[config.mk]
export PLATFORM = sky130hd
export DESIGN_NAME = reg_file_32x32
export DESIGN_NICKNAME = d
export VERILOG_FILES = /design/src/rtl/reg_file_pkg.sv /design/src/rtl/wr_decoder_5x32.sv /design/src/rtl/reg_file_32x32.sv
export SDC_FILE = /design/constraint.sdc
export NUM_CORES = 2
export LEC_CHECK = 0
export ABC_AREA = 0
export CORE_ASPECT_RATIO = 0.5
export CORE_UTILIZATION = 59
export DETAILED_ROUTE_END_ITERATION = 7
export PLACE_DENSITY = 0.75
export SLEW_MARGIN = 20
export SYNTH_ARGS = -nofsm -noshare
export SYNTH_HDL_FRONTEND = slang
export SYNTH_SLANG_ARGS = --single-unit
export TNS_END_PERCENT = 100
[constraint.sdc]
create_clock -name clk -period 3.45 [get_ports clk]
set_input_delay 0.69 -clock clk [delete_from_list [all_inputs] [get_ports clk]]
set_output_delay 0.69 -clock clk [all_outputs]
set_load 0.02 [all_outputs]
[src/rtl/reg_file_pkg.sv]
// Purpose: shared sizes and types for the 32x32 register file.
// Optional feature macro used by the top: REG_FILE_WRITE_BYPASS_EN.
// Ports: none (package).
package reg_file_pkg;

    localparam int unsigned WIDTH    = 32;
    localparam int unsigned NUM_REGS = 32;
    localparam int unsigned ADDR_W   = 5;

    typedef logic [ADDR_W-1:0] reg_addr_t;
    typedef logic [WIDTH-1:0]  word_t;

    // True when an active write targets the given read address (r0 never forwards)
    function automatic logic fwd_hit(logic en, reg_addr_t wa, reg_addr_t ra);
        return en && (wa != '0) && (wa == ra);
    endfunction

endpackage

[src/rtl/wr_decoder_5x32.sv]
// Purpose: turn wr_en + wr_addr into one-hot per-row write enables.
// Row 0 is the hardwired zero register, so its enable is never raised.
// Ports:
//   wr_en_i   - write enable
//   wr_addr_i - destination register address
//   row_en_o  - one-hot row enables (bit 0 always 0), combinational
module wr_decoder_5x32
    import reg_file_pkg::*;
(
    input  logic                wr_en_i,
    input  logic [ADDR_W-1:0]   wr_addr_i,
    output logic [NUM_REGS-1:0] row_en_o
);

    // One-hot decode with the zero register masked out
    always_comb begin
        row_en_o = '0;
        if (wr_en_i) begin
            row_en_o[wr_addr_i] = 1'b1;
        end
        row_en_o[0] = 1'b0;
    end

endmodule

[src/rtl/reg_file_32x32.sv]
// Purpose: 32-entry x 32-bit register file, two combinational read ports,
// one synchronous write port, r0 hardwired to zero. Read data feeds the
// downstream operand-select mux (A -> in[0], B -> in[1]).
// Macro REG_FILE_WRITE_BYPASS_EN: when defined, a read that collides with an
// active write returns wr_data in the same cycle; otherwise it returns the old
// value until the next rising edge.
// Ports:
//   clk, rst_n             - clock, async active-low reset (clears all rows)
//   wr_en/wr_addr/wr_data  - write port, sampled on rising clk
//   rd_addr_a/rd_addr_b    - read addresses
//   rd_data_a/rd_data_b    - combinational read data
module reg_file_32x32
    import reg_file_pkg::*;
(
    input  logic              clk,
    input  logic              rst_n,
    input  logic              wr_en,
    input  logic [ADDR_W-1:0] wr_addr,
    input  logic [WIDTH-1:0]  wr_data,
    input  logic [ADDR_W-1:0] rd_addr_a,
    input  logic [ADDR_W-1:0] rd_addr_b,
    output logic [WIDTH-1:0]  rd_data_a,
    output logic [WIDTH-1:0]  rd_data_b
);

    logic [NUM_REGS-1:0] row_en;
    word_t               regs_q [NUM_REGS];
    word_t               regs_d [NUM_REGS];

    wr_decoder_5x32 u_wr_dec (
        .wr_en_i   (wr_en),
        .wr_addr_i (wr_addr),
        .row_en_o  (row_en)
    );

    // Next-state per row: load wr_data where the decoder enables it
    always_comb begin
        for (int i = 0; i < int'(NUM_REGS); i++) begin
            regs_d[i] = row_en[i] ? wr_data : regs_q[i];
        end
    end

    // Storage array; reset clears every row without a clock edge
    always_ff @(posedge clk or negedge rst_n) begin
        if (!rst_n) begin
            for (int i = 0; i < int'(NUM_REGS); i++) begin
                regs_q[i] <= '0;
            end
        end else begin
            for (int i = 0; i < int'(NUM_REGS); i++) begin
                regs_q[i] <= regs_d[i];
            end
        end
    end

    // 32:1 word select per port; address 0 forced to zero
    always_comb begin
        rd_data_a = (rd_addr_a == '0) ? '0 : regs_q[rd_addr_a];
        rd_data_b = (rd_addr_b == '0) ? '0 : regs_q[rd_addr_b];
`ifdef REG_FILE_WRITE_BYPASS_EN
        // Write-through forwarding, held off during reset
        if (rst_n && fwd_hit(wr_en, wr_addr, rd_addr_a)) begin
            rd_data_a = wr_data;
        end
        if (rst_n && fwd_hit(wr_en, wr_addr, rd_addr_b)) begin
            rd_data_b = wr_data;
        end
`endif
    end

endmodule

==> flow_summary_export.csv <==
group,metric,value,unit
status,outcome,"finished with violations",
status,violations,"setup timing",
pwr,p_sw,9.90,mW
yosys,synth-seq-area-share,46.3,%
timing,worstMarginPinSlew,1.12,ns
yosys,async_flop_share,100,%
floorplan,die_h,215,um
place,io_buffers,113,
yosys,ys.flop_type,"dfrtp_1",
timing,final-hold-violation-count,0,
timing,period_share,101,%
floorplan,core_area,89200,um^2
final_layout,largest_reg_flops,992,
global_routing,grt_max_degree,127,
yosys,synth_top_family_by_area,"multiplexers",
clock_network,cts.sink_count,992,
pwr,swShare,29.0,%
timing,skew,0,ns
clock_network,cts_max_level,3,
timing,fin_ws,-0.0247,ns
setup_path,cp_cell_sequence,"clkdlybuf4s50_1 > nor2b_4 > buf_12 > buf_4 > a22o_1 > a31oi_2 > nor3_1 > buf_4 > dlygate4sd2_1",
yosys,synth_edf_count,0,
job,drv_cap,0,
timing,fmax,288,MHz
timing,min_period,3.47,ns
yosys,synthTopCellsByArea,"dfrtp_1 (46%), mux2_2 (22%), mux2i_1 (12%)",
pwr,sequentialPowerShare,46.0,%
floorplan,die_w,428,um
yosys,syn_area_per_cell,13.2,um^2
yosys,synthesis.nets,4102,
yosys,synth_seq_cells,992,
timing,worst_hold_slack,0.506,ns
floorplan,num_rows,77,
yosys,synth_compound_area_share,6.67,%
pwr,internal-power,24.3,mW
clock_network,cts_tree,"done",
yosys,synth_most_common_cell,"mux2_2",
yosys,synthSimpleGateAreaFrac,3.26,%
clock_network,path_clk_slew,0.07,ns
yosys,synth_adder_area_share,0,%
drt,routed_wl,172,mm
setup_path,arrival,2.78,ns
setup_path,slowest_stage,"clkdlybuf4s50_1",
setup_path,critical_path_required,2.76,ns
yosys,netlist_area,53600,um^2
global_routing,grt_pass1_vias,39700,
yosys,synth_xor_area_share,0,%
setup_path,cpMostUsedCell,"buf_4",
place,place_congestion,0.908,
yosys,synth_area_leader_cell,"dfrtp_1",
global_routing,antenna_found_initial,4,
final_layout,largestRegisters,"regs_q (992)",
place,dpl_cell_area,58900,um^2
drt,vias_per_cell,7.06,
final_layout,drive_above_1_share,43.8,%
yosys,synth_top_area_share,46.3,%
timing,finalSetupViolCount,2,
clock_network,clock_latency,0.68,ns
final_layout,top_register,"regs_q",
floorplan,die_area,92200,um^2
yosys,synth.distinct_cells,39,
drt,first_pass_iters,7,
global_routing,grt_util_all_layers,37.4,%
drt,routedWlPerCell,31.3,um
final_layout,final_nets,4297,
min_path,hold_class,"reg2reg",
clock_network,clk_path_buf_depth,3,
setup_path,max_stage_delay,0.51,ns
floorplan,initial_core_util,60.1,%
pwr,p_clk_share,31.7,%
final_layout,fin_area,62500,um^2
drt,ant_nets,0,
setup_path,end_kind,"primary output",
setup_path,worstSetupPathType,"in2out",
yosys,syn_inst,4052,
pwr,ir_worst_vdd,0.000392,V
timing,relSlewSlack,25.1,%
pwr,p_leak,28.4,nW
drt,routed-via-count,38800,
pwr,comb_power_share,22.3,%
timing,slew_viol_final,0,
drt,first_iter_violations,4585,
place,post-dp-hpwl,111,mm
final_layout,fillCellCount,6094,
clock_network,clockRootBuffer,"clkbuf_16",
yosys,ys_warn_count,0,
global_routing,grt_pass1_wl,258,mm
setup_path,startpoint_type,"primary input",
timing,rsz0062_at_grt,"no",
pwr,p_per_area,547,nW/um^2
floorplan,io_pins,114,
yosys,synth_common_cells,"mux2_2 (1046), dfrtp_1 (992), mux2i_1 (641), o22ai_1 (256), clkbuf_1 (179)",
final_layout,syn_to_final_growth,16.4,%
yosys,synthMuxAreaShare,39.5,%
setup_path,path_max_fanout,13,
global_routing,grt_overflow,0,
clock_network,numCtsBuffers,89,
drt,drc_errors,0,
final_layout,utilization,70.0,%
## layout make-up
type,count,area [um^2],area share [%]
Clock buffer,122,2610,4.17
Tap cell,1185,1480,2.37
Clock inverter,38,500,0.801
Antenna cell,1,2.50,0.00401
Multi-Input combinational cell,2635,27100,43.4
Timing Repair Buffer,529,5970,9.55
Sequential cell,992,24800,39.7
## placed cells by master, fill, tap and decap left out, drive strengths merged, types with 2 or more instances in the layout
cell type	n
nor3b	5
and3b	3
a22oi	63
and2	2
nor2	18
a22o	31
or2	5
nor3	161
mux2i	641
mux2	1056
nand3b	4
nand3	2
a221o	63
clkdlybuf4s15	3
a31oi	31
a211oi	32
nand2	21
nor4	32
nor2b	37
dlygate4sd2	45
a21oi	32
clkinv	24
bufinv	11
clkinvlp	2
dfrtp	992
buf	442
nand2b	8
clkbuf	122
clkdlybuf4s50	33
o22ai	256
bufbuf	2
dlymetal6s2s	2
mux4	129
## path summary, 6_finish.rpt
kind | startpoint | endpoint | slack, ns | depth (start not counted)
setup / recovery | rd_addr_b[3] | rd_data_b[17] | -0.02 | 9
hold / removal | regs_q[611] | regs_q[611] | 0.51 | 1
setup reg to reg | regs_q[668] | regs_q[668] | 2.62 | 1
hold reg to reg | regs_q[611] | regs_q[611] | 0.51 | 1
max in group asynchronous | rst_n | regs_q[377] | 1.81 | 3
min in group asynchronous | rst_n | regs_q[657] | 0.52 | 2
## worst max-delay path, delay by kind of cell
| kind | cells | cell delay (ns) |
|---|---|---|
| compound gates | 2 | 0.24 |
| buf+inv | 5 | 1.39 |
| simple gates | 2 | 0.44 |
## what timing repair did
action                     4_1_cts  5_1_grt
hold endpoints to repair        34        0
hold buffers                     1        0
cloned                           3        0
pin swaps                        5        6
gates resized for setup        110       28
buffers inserted                 2        6
setup endpoints to repair       59       22
## through the flow
step / power [mW] / setup TNS [ns] / cells / setup WS (ns)
finish: 34.2 / -0.0357 / 5502 / -0.0247
global placement: 22.8 / -19.00 / 5330 / -0.750
global route: 35.4 / 0 / 5502 / 0.00454
CTS: 34.0 / 0 / 5496 / 0.000121
detailed placement: 23.3 / -20.32 / 5330 / -0.724
floorplan: 20.6 / 0 / 4052 / 0.390
## cell families (layout without fill, tap and decap cells)
kind of cell           after synthesis  after routing
multiplexers                      1826           1826
flip-flops                         992            992
AO/OA/AOI/OAI                      509            509
buffers and inverters              426            689
AND/OR/NAND/NOR                    299            300
other                                0              1
## routing by layer
| layer | share of wire [%] | vias up | global-route usage, % |
|---|---|---|---|
| met1 | 41 | 20300 | 52.3 |
| met5 | 0 | - | 0 |
| met4 | 4.6 | 0 | 15.7 |
| met2 | 44 | 2189 | 55.3 |
| met3 | 11 | 458 | 10.0 |
| li1 | - | 15900 | - |
## power by group through the flow
stage	registers [mW]	clock network (mW)	logic, mW
2_1_floorplan	15.2	0	5.31
6_report	15.7	10.8	7.62
5_1_grt	16.0	11.4	8.12
3_5_place_dp	15.8	0	7.47
3_3_place_gp	15.6	0	7.24
4_1_cts	15.6	10.9	7.54
No activity file was read; power rests on OpenSTA's default activity.
